===== config.mk =====
export PLATFORM = sky130hd
export DESIGN_NAME = mem_port_arbiter
export DESIGN_NICKNAME = d
export VERILOG_FILES = /design/src/rtl/mem_port_arbiter.sv
export SDC_FILE = /design/constraint.sdc
export NUM_CORES = 1
export LEC_CHECK = 0
export BUFFER_PORTS_ARGS = -buffer_cell sky130_fd_sc_hd__buf_2
export CORE_AREA = 5 5 107 109
export DETAILED_ROUTE_END_ITERATION = 12
export DIE_AREA = 0 0 112 114
export SLEW_MARGIN = 10
export SYNTH_ARGS = -nofsm -noshare
export SYNTH_HDL_FRONTEND = slang
export SYNTH_SLANG_ARGS = --single-unit

===== constraint.sdc =====
create_clock -name clk -period 2.4 [get_ports clk]
set_input_delay 0.12 -clock clk [delete_from_list [all_inputs] [get_ports clk]]
set_output_delay 0.12 -clock clk [all_outputs]
set_load 0.01 [all_outputs]

===== src/rtl/mem_port_arbiter.sv =====
// Two-port (fetch / load-store) arbiter onto one req/gnt/rvalid memory bus.
// Outstanding transactions are tracked in an in-order owner FIFO so responses route back.
module mem_port_arbiter #(
   parameter int MAX_OUTSTANDING = 2,
   parameter int STARVE_LIMIT    = 4
) (
   input  logic        clk,
   input  logic        rst,
   input  logic        instr_req_i,
   input  logic [31:0] instr_addr_i,
   output logic        instr_gnt_o,
   output logic        instr_rvalid_o,
   output logic [31:0] instr_rdata_o,
   output logic        instr_err_o,
   input  logic        data_req_i,
   input  logic [31:0] data_addr_i,
   input  logic        data_we_i,
   input  logic [3:0]  data_be_i,
   input  logic [31:0] data_wdata_i,
   output logic        data_gnt_o,
   output logic        data_rvalid_o,
   output logic [31:0] data_rdata_o,
   output logic        data_err_o,
   output logic        mem_req_o,
   output logic [31:0] mem_addr_o,
   output logic        mem_we_o,
   output logic [3:0]  mem_be_o,
   output logic [31:0] mem_wdata_o,
   input  logic        mem_gnt_i,
   input  logic        mem_rvalid_i,
   input  logic [31:0] mem_rdata_i,
   input  logic        mem_err_i,
   output logic        orphan_rsp_o
);

   localparam int PW = (MAX_OUTSTANDING > 1) ? $clog2(MAX_OUTSTANDING) : 1;
   localparam int CW = $clog2(MAX_OUTSTANDING + 1);
   localparam int SW = $clog2(STARVE_LIMIT + 1);

   logic [MAX_OUTSTANDING-1:0] owner_q;
   logic [PW-1:0]              wr_ptr;
   logic [PW-1:0]              rd_ptr;
   logic [CW-1:0]              count;
   logic [SW-1:0]              starve_cnt;

   logic full;
   logic empty;
   logic sel_instr;
   logic push;
   logic pop;
   logic head_is_data;

   assign full      = (count == CW'(MAX_OUTSTANDING));
   assign empty     = (count == '0);
   assign sel_instr = instr_req_i && (!data_req_i || (starve_cnt == SW'(STARVE_LIMIT)));

   // Grants are blocked outright when full, even if a pop frees a slot this cycle.
   assign mem_req_o   = !rst && !full && (instr_req_i || data_req_i);
   assign instr_gnt_o = mem_req_o && mem_gnt_i && sel_instr;
   assign data_gnt_o  = mem_req_o && mem_gnt_i && !sel_instr;

   always_comb begin
      mem_addr_o  = '0;
      mem_we_o    = 1'b0;
      mem_be_o    = '0;
      mem_wdata_o = '0;
      if (mem_req_o) begin
         if (sel_instr) begin
            mem_addr_o = instr_addr_i;
            mem_be_o   = 4'hF;
         end else begin
            mem_addr_o  = data_addr_i;
            mem_we_o    = data_we_i;
            mem_be_o    = data_be_i;
            mem_wdata_o = data_wdata_i;
         end
      end
   end

   assign push         = mem_req_o && mem_gnt_i;
   assign pop          = !rst && mem_rvalid_i && !empty;
   assign head_is_data = owner_q[rd_ptr];

   assign instr_rvalid_o = pop && !head_is_data;
   assign data_rvalid_o  = pop && head_is_data;
   assign instr_rdata_o  = instr_rvalid_o ? mem_rdata_i : '0;
   assign instr_err_o    = instr_rvalid_o && mem_err_i;
   assign data_rdata_o   = data_rvalid_o ? mem_rdata_i : '0;
   assign data_err_o     = data_rvalid_o && mem_err_i;

   always_ff @(posedge clk or posedge rst) begin
      if (rst) begin
         owner_q <= '0;
         wr_ptr  <= '0;
         rd_ptr  <= '0;
         count   <= '0;
      end else begin
         if (push) begin
            owner_q[wr_ptr] <= !sel_instr;
            wr_ptr <= (wr_ptr == PW'(MAX_OUTSTANDING - 1)) ? '0 : wr_ptr + PW'(1);
         end
         if (pop)
            rd_ptr <= (rd_ptr == PW'(MAX_OUTSTANDING - 1)) ? '0 : rd_ptr + PW'(1);
         if (push && !pop)
            count <= count + CW'(1);
         else if (pop && !push)
            count <= count - CW'(1);
      end
   end

   // Starvation counter holds while full so a blocked bus does not count as lost arbitration.
   always_ff @(posedge clk or posedge rst) begin
      if (rst)
         starve_cnt <= '0;
      else if (!instr_req_i || instr_gnt_o)
         starve_cnt <= '0;
      else if (!full && (starve_cnt != SW'(STARVE_LIMIT)))
         starve_cnt <= starve_cnt + SW'(1);
   end

   always_ff @(posedge clk or posedge rst) begin
      if (rst)
         orphan_rsp_o <= 1'b0;
      else if (mem_rvalid_i && empty)
         orphan_rsp_o <= 1'b1;
   end

endmodule


* Word-level counts from Yosys, hierarchy flattened
Index checks and enable logic that the tools add are counted.
** Storage, ports and cells
- Register bits after elaboration :: 10
- Output and inout bits :: 141
- Word-level logic and storage cells :: 70
** Cells by class
- $add $sub $neg :: 5
- $lt $le $gt $ge :: 3
- Equality and inequality tests :: 3
- Mux-type cells :: 21
- Reduce and logical (&&, ||, !) cells :: 32
** Operator list (number)
- $mux 32 :: 6
- $logic_and 1x1->1 :: 17
- $logic_not 1->1 :: 9
- $mux 4 :: 2
- $mux 1 :: 7
- $mux 3 :: 2
- $lt 1x2->1 const B :: 2
- $mux 2 :: 2
- $reduce_bool 2->1 :: 2
- $add 3x1->3 const B :: 1
- $eq 3x3->1 const B :: 1
- $logic_or 1x1->1 :: 3
- $ne 3x3->1 const B :: 1
- $add 1x1->1 const B :: 2
- $add 2x1->2 const B :: 1
- $bwmux 2 :: 1
- $eq 2x2->1 const B :: 1
- $logic_not 2->1 :: 1
- $sub 2x1->2 const B :: 1
- $demux 1 s1 :: 1
- $ge 1x1->1 const B :: 1

* Longest topological paths before layout
Gate-level depths: netlist of the first run.
- Word-level depth :: 9
- Depth in mapped cells :: 9

* Worst setup path before layout of the first run
Ideal clock, no wire load.
- Path type :: register to output
- Start point :: reg starve_cnt[0]
- End point :: out mem_addr_o[22]
- Arrival :: 1.681 ns
- Slack :: 0.599 ns
- Stages on the path, launching flop included :: 9
- Buffers on the path :: 2
- Path through :: dfrtp_1 > inv_1 > ha_1 > nand2_1 > a21bo_2 > clkbuf_1 > clkbuf_1 > nand2_1 > a21oi_1
** On the way
- Longest elaborated chain between the ends :: 5
** RTL lines
- from (decl) :: RTL line 44 : logic [SW-1:0] starve_cnt;
- from (signal assigned) :: RTL line 118 : starve_cnt <= starve_cnt + SW'(1);
- $eq 3x3->1 :: RTL line 55 : assign sel_instr = instr_req_i && (!data_req_i || (starve_cnt == SW'(STARVE_LIMIT)));
- $logic_or 1x1->1 :: RTL line 55
- $logic_and 1x1->1 :: RTL line 55
- $mux 32 :: RTL line 68 : if (sel_instr) begin
- $mux 32 :: RTL line 67 : if (mem_req_o) begin
- to (decl) :: RTL line 25 : output logic [31:0] mem_addr_o,
No other way between the ends.

* Final worst setup path of the first run
- Start point :: in rst
- End point :: out mem_wdata_o[20]
** On the way
- Longest elaborated chain between the ends :: 4
** RTL lines
- from (decl) :: RTL line 8 : input logic rst,
- $logic_not 1->1 (no line)
- $logic_and 1x1->1 (2 in series) :: RTL line 58 : assign mem_req_o = !rst && !full && (instr_req_i || data_req_i);
- $mux 32 :: RTL line 67
- to (decl) :: RTL line 28 : output logic [31:0] mem_wdata_o,
No other way between the ends.

==> summary.txt, run 1 <==
Run status
  • Status: finished, final reports clean

Drt
  • DRT Pass-1 Iters: 4
  • Via count: 3015
  • ANT nets after route: 0
  • DRC: 0
  • Wirelength per Cell: 12.89 µm
  • WL final: 9383 µm
  • Initial DRC Count: 219
  • Vias per inst: 4.141

Setup path
  • Setup slack, reg-to-reg: 0.46 ns
  • Critical Path Slowest Stage Cell: dlygate4sd3_1
  • Worst path most repeated cell: buf_2
  • CP delay by family, top: buffers and inverters
  • CP Capture Type: output port
  • Max incr delay on CP: 0.55 ns
  • FF-to-FF Start: count[1]$_DFFE_PP0P_
  • Reg2Reg Capture Point: count[1]$_DFFE_PP0P_
  • CP bufs+invs: 5
  • Req. time, crit path: 2.28 ns
  • Worst reg2reg path depth: 8
  • CP max FO: 36
  • WP depth: 7
  • Critical path, cell by cell: dlygate4sd3_1 > buf_2 > or3_4 > inv_2 > buf_4 > and3_1 > buf_2
  • Kind of critical path: primary input to output port
  • Critical path origin: rst
  • Arr. time, crit path: 2.08 ns
  • Worst setup SP type: primary input
  • Critical Path Sink: mem_wdata_o[20]

Clock tree
  • CTS sink count: 10
  • Htree depth: 1
  • Inserted Clock Buffers: 3
  • Post_cts resized: 0
  • CTS root buffer: clkbuf_8
  • Clk buf depth: 2
  • TritonCTS clock tree: yes
  • Clock-pin slew on the worst setup and hold paths: 0.05 ns
  • Clk_lat worst skew: 0.23 ns

Floorplan
  • Core area: 10510 µm²
  • Io pins: 281
  • Die area: 12770 µm²
  • Num rows: 38
  • Die width: 112 µm
  • Starting density of the core: 16.30%
  • Die Y: 114 µm

Final layout
  • Finished Core Util: 31.72%
  • Most frequent cells in the layout: 280 x buf_2, 101 x nand2_1, 82 x nor2_1, 34 x a21oi_1, 33 x and3_1
  • Syn-to-layout area delta: 94.59%
  • Final #Nets: 732
  • Non-Filler Instances: 728
  • Most common cell after layout, fill and taps aside: buf_2
  • ANT cells: 0
  • Layout cells sized above 1: 50.85%

Global routing
  • Vias in the first global route: 2746
  • First-pass GRT wire length: 13880 µm
  • Total grt overflow: 0
  • Total track usage: 13.05%
  • Initial antenna violation count: 0
  • Largest net degree at the start of global routing: 45

Timing
  • Endpoints failing hold: 0
  • Final worst-path cycle share: 91.57%
  • RSZ-0062 raised after global routing: no
  • Setup TNS: 0 ns
  • Finish-stage setup viols: 0
  • Clock Skew: 0.001591 ns
  • Max Slew Vio Count: 0
  • Slew @ Worst Pin: 0.6267 ns
  • Final Critical Period: 2.198 ns
  • Max Freq: 455.0 MHz
  • Rel. slew slack: 58.22%

Synthesis
  • Net count after synthesis: 466
  • Sequential area share after synthesis: 14.61%
  • Avg Cell Area, Syn: 5.303 µm²
  • Post-synthesis cell type count: 31
  • Post-Synthesis Cells: 323
  • Mapped Area: 1713 µm²
  • Yosys Warn Count: 0
  • Register bit count reported by yosys: 10

Flow run
  • Max_cap viols: 0

Pwr
  • Power per cell area: 559.1 nW/µm²
  • P_leak: 2.200 nW
  • Max IR drop VDD: 0.3041 mV
  • Overall power: 0.001864 W

Placed design
  • Final Wtd Congestion: 0.8604
  • Placed Cells: 723
  • Dpl hpwl: 7751 µm
  • Port buffer count: 280

Hold path
  • Hold depth: 2
  • Hold crit path type: primary input to register
worst min path at each step:
stage                             from                        end  slack (ns)
final                     mem_rvalid_i   orphan_rsp_o$_DFFE_PP0P_        0.10
after global routing      mem_rvalid_i   orphan_rsp_o$_DFFE_PP0P_        0.10
after CTS                 mem_rvalid_i   orphan_rsp_o$_DFFE_PP0P_        0.10
after detailed placement           rst  starve_cnt[2]$_DFFE_PP0P_        0.18
after global placement             rst   orphan_rsp_o$_DFFE_PP0P_        0.19
after floorplan                    rst       count[0]$_DFFE_PP0P_       -0.04
sequential cells by signal (all words and copies together), names as in the netlist:
register and flops:
wr_ptr 1, count 2, starve_cnt 3, rd_ptr 1, owner_q 2, orphan_rsp_o 1
metrics by stage:
stage / instance area, µm² / setup WS (ns) / hold slack [ns]
global route: 3333 / 0.07893 / 0.1024
detailed placement: 3268 / 0.4541 / 0.1787
finish: 3333 / 0.2023 / 0.1012
CTS: 3333 / 0.1951 / 0.1003
global placement: 3268 / 0.4906 / 0.1881
floorplan: 1713 / 0.5988 / -0.03982
layer usage:
layer  vias to the layer above  global-route usage [%]  part of all wire (%)
li1                       1562                       -                     -
met1                      1328                   17.37                    42
met2                       121                   21.98                    50
met3                         4                   3.767                   8.2
met4                         0                   1.042                  0.22
met5                         -                       0                     0
worst reg2reg max path, stage by stage, from the launching register on:
cell and delay, ns:
dfrtp_1 0.41, nor2b_1 0.14, or3_4 0.49, inv_2 0.09
nand2_1 0.11, inv_1 0.08, ha_1 0.25, nor2_1 0.14
xor2_1 0.15
layout make-up:
class	instances	area, µm²
sequential	10	250.2
tap	140	175.2
timing repair buffer	288	1489
fill	1206	7174
multi-input combinational	279	1338
inverter	7	26.28
clock buffer	4	55.05
where the power goes:
group | switching [W] | internal, W | leakage, nW
registers | 0.0000738 | 0.000235 | 0.116
logic | 0.000821 | 0.000523 | 2.05
clock network | 0.0000672 | 0.000144 | 0.0288
total | 0.000962 | 0.000902 | 2.20
timing repair:
action                    4_1_cts  5_1_grt
hold buffers                    1        0
buffers inserted                0        0
hold endpoints to repair       10        0
cell families after synthesis:
| logic type | share of synthesized area [%] |
|---|---|
| buf+inv | 8.546 |
| fa+ha+maj | 2.192 |
| simple gates | 56.39 |
| xor+xnor | 2.557 |
| mux | 1.899 |
| compound gates | 13.81 |
| flops | 14.61 |
cells in the mapped netlist:
library cell | count | area, µm²
nor2_1 | 82 | 307.8
o211ai_1 | 1 | 7.510
o21ai_0 | 2 | 10.01
or3_4 | 1 | 11.26
a21boi_0 | 1 | 7.510
nand2b_1 | 1 | 6.260
a21bo_2 | 1 | 10.01
inv_1 | 6 | 22.52
mux2i_1 | 1 | 10.01
and3_1 | 33 | 206.5
nor2b_1 | 2 | 12.51
nand3b_1 | 1 | 7.510
buf_2 | 9 | 45.04
ha_1 | 3 | 37.54
mux2_1 | 1 | 11.26
buf_6 | 1 | 11.26
nand2_1 | 101 | 379.1
inv_2 | 1 | 3.750
nand3_1 | 2 | 10.01
clkbuf_1 | 16 | 60.06
a21o_1 | 1 | 7.510
nor3b_2 | 2 | 25.02
a41oi_1 | 1 | 8.760
a31oi_1 | 1 | 6.260
xnor2_1 | 3 | 26.28
buf_1 | 1 | 3.750
a32oi_1 | 1 | 8.760
mux2_2 | 1 | 11.26
dfrtp_1 | 10 | 250.2
a21oi_1 | 34 | 170.2
xor2_1 | 2 | 17.52
No activity file was read; power rests on OpenSTA's default activity.
==> inputs of run 2 (changes only) <==
CORE_AREA = 5 5 106 108   (was 5 5 107 109)
DIE_AREA = 0 0 111 113   (was 0 0 112 114)
clock period = 2.7 ns   (was 2.4 ns; I/O delays follow)
==> summary.txt, run 2 (same netlist as run 1, synthesis figures left out) <==
Setup path
  • Arr. time, crit path: 2.13 ns (+0.05 ns)
  • CP max FO: 38 (+5.6%)
  • Worst path most repeated cell: buf_2
  • CP bufs+invs: 5 (unchanged)
  • Kind of critical path: primary input to output port
  • Critical path, cell by cell: dlygate4sd3_1 > buf_2 > or3_4 > inv_2 > buf_4 > and3_1 > buf_2
  • Max incr delay on CP: 0.57 ns (+0.02 ns)
  • CP delay by family, top: buffers and inverters
  • Critical path origin: rst
  • Req. time, crit path: 2.57 ns (+0.29 ns)
  • Critical Path Slowest Stage Cell: or3_4
  • CP Capture Type: output port
  • Worst setup SP type: primary input
  • FF-to-FF Start: count[1]$_DFFE_PP0P_

Final layout
  • Top flop regs: starve_cnt x3, count x2, owner_q x2
  • ANT cells: 0 (unchanged)
  • Most frequent cells in the layout: 280 x buf_2, 101 x nand2_1, 82 x nor2_1, 34 x a21oi_1, 33 x and3_1
  • Non-Filler Instances: 722 (-0.82%)
  • Reg with most FFs: starve_cnt
  • Most common cell after layout, fill and taps aside: buf_2
  • Layout cells sized above 1: 50.68% (-0.17 points)
  • Final #Nets: 731 (-0.14%)
  • Max reg flops: 3 (unchanged)
  • Syn-to-layout area delta: 91.89%

Flow run
  • Max_cap viols: 0 (unchanged)

Pwr
  • NetSw: 0.0008426 W (-12%)
  • Reg power frac: 17.0% (+0.4 points)
  • Power per cell area: 488.4 nW/µm² (-13%)
  • Sw Ratio: 52.49% (+0.88 points)
  • Comb pwr share: 73.6% (+1.5 points)
  • Internal: 0.0007627 W (-15%)
  • P_leak: 2.179 nW (-0.92%)
  • Clk pwr share: 9.4% (-1.9 points)
  • Max IR drop VDD: 0.3443 mV (+13%)

Placed design
  • Port buffer count: 280 (unchanged)
  • Final Wtd Congestion: 0.8748 (+1.7%)
  • Placed Cells: 718 (-0.69%)
  • Dpl hpwl: 7824 µm (+0.93%)
  • Post-Place Setup Slack: 0.6549 ns (+0.2008 ns)

Timing
  • Slew @ Worst Pin: 0.6335 ns (+0.006801 ns)
  • Max Slew Vio Count: 0 (unchanged)
  • Rel. slew slack: 57.77% (-0.45 points)
  • Final WS setup: 0.4378 ns (+0.2356 ns)
  • Max Freq: 442.1 MHz
  • RSZ-0062 raised after global routing: no
  • Setup TNS: 0 ns (unchanged)
  • Clock Skew: 0.002267 ns (+0.0006768 ns)
  • Finish-stage setup viols: 0 (unchanged)
  • Final Critical Period: 2.262 ns
  • Final worst-path cycle share: 83.78%
  • Endpoints failing hold: 0 (unchanged)

Run status
  • Status: finished, final reports clean

Drt
  • Initial DRC Count: 198 (-9.6%)
  • DRT Pass-1 Iters: 5 (+1)
  • Vias per inst: 4.107 (-0.84%)
  • Via count: 2965 (-1.7%)
  • DRC: 0 (unchanged)
  • ANT nets after route: 0 (unchanged)
  • WL final: 9441 µm (+0.62%)
  • Wirelength per Cell: 13.08 µm (+1.5%)

Clock tree
  • Clock-pin slew on the worst setup and hold paths: 0.05 ns (about the same)
  • Inserted Clock Buffers: 3 (unchanged)
  • Htree depth: 1 (unchanged)
  • Clk_lat worst skew: 0.23 ns (about the same)
  • Clk buf depth: 2 (unchanged)
  • Post-CTS Repair Setup Buffers: 0 (unchanged)
  • CTS root buffer: clkbuf_8
  • CTS sink count: 10 (unchanged)
  • TritonCTS clock tree: yes

Floorplan
  • Die Y: 113 µm (-0.88%)
  • Die area: 12540 µm² (-1.8%)
  • Die width: 111 µm (-0.89%)
  • Num rows: 37 (-2.6%)
  • Io pins: 281 (unchanged)
  • Core area: 10140 µm² (-3.5%)
  • Starting density of the core: 16.89% (+0.59 points)

Global routing
  • Vias in the first global route: 2722 (-0.87%)
  • Total grt overflow: 0 (unchanged)
  • First-pass GRT wire length: 13900 µm (+0.15%)
  • Total track usage: 13.12% (+0.079 points)
  • Initial antenna violation count: 0 (unchanged)
  • Largest net degree at the start of global routing: 39 (-13%)

Hold path
  • Hold crit path type: primary input to register
  • Hold Startpoint: mem_rvalid_i
[run 2: cell count changes in the layout (fill, tap and decap cells not counted)]
cell,before,now
a21boi_4,1,0
a21boi_2,0,1
buf_12,2,1
clkbuf_8,4,3
[run 2: repair_timing]
action,in CTS,in global routing
hold buffers,1,0
resized for setup,0,0
hold endpoints to repair,10,0
[run 2: per-stage QoR]
stage	utilization, %	hold WS (ns)	power [W]	area, µm²
after floorplan	-	-0.02482	0.0009979	1713
after global placement	31.91	0.2072	0.001478	3236
after detailed placement	31.91	0.1998	0.001476	3236
after CTS	32.42	0.1318	0.001630	3287
after global routing	32.42	0.1506	0.001772	3287
final	32.42	0.1321	0.001605	3287
[run 2: layout make-up]
class                           count  area, µm²
Tap cell                          136      170.2
Multi-Input combinational cell    279       1330
Timing Repair Buffer              287       1469
Clock buffer                        3      41.29
Inverter                            7      26.28
Fill cell                        1157       6852
Sequential cell                    10      250.2
[run 2: final timing paths]
| kind | endpoint | slack (ns) | depth (start not counted) |
|---|---|---|---|
| max | mem_wdata_o[7] | 0.44 | 7 |
| min | orphan_rsp_o$_DFFE_PP0P_ | 0.13 | 2 |
| max reg2reg | count[1]$_DFFE_PP0P_ | 0.70 | 9 |
| min reg2reg | orphan_rsp_o$_DFFE_PP0P_ | 0.46 | 1 |
| max in group asynchronous | wr_ptr$_DFFE_PP0P_ | 1.92 | 3 |
| min in group asynchronous | rd_ptr$_DFFE_PP0P_ | 0.50 | 3 |
[run 2: layer usage]
layer	global-route usage, %	up-vias	wire [µm]
met5	0	-	0
met4	0.4926	0	38
met3	2.781	4	625
met2	23.06	112	4706
met1	17.50	1291	4070
li1	-	1558	-
[run 2: power groups by stage]
stage / Sequential (W) / Clock, W / Combinational (W)
3_5_place_dp: 0.000274 / 0 / 0.00120
2_1_floorplan: 0.000257 / 0 / 0.000740
5_1_grt: 0.000284 / 0.000164 / 0.00132
4_1_cts: 0.000273 / 0.000154 / 0.00120
3_3_place_gp: 0.000275 / 0 / 0.00120
6_report: 0.000273 / 0.000151 / 0.00118
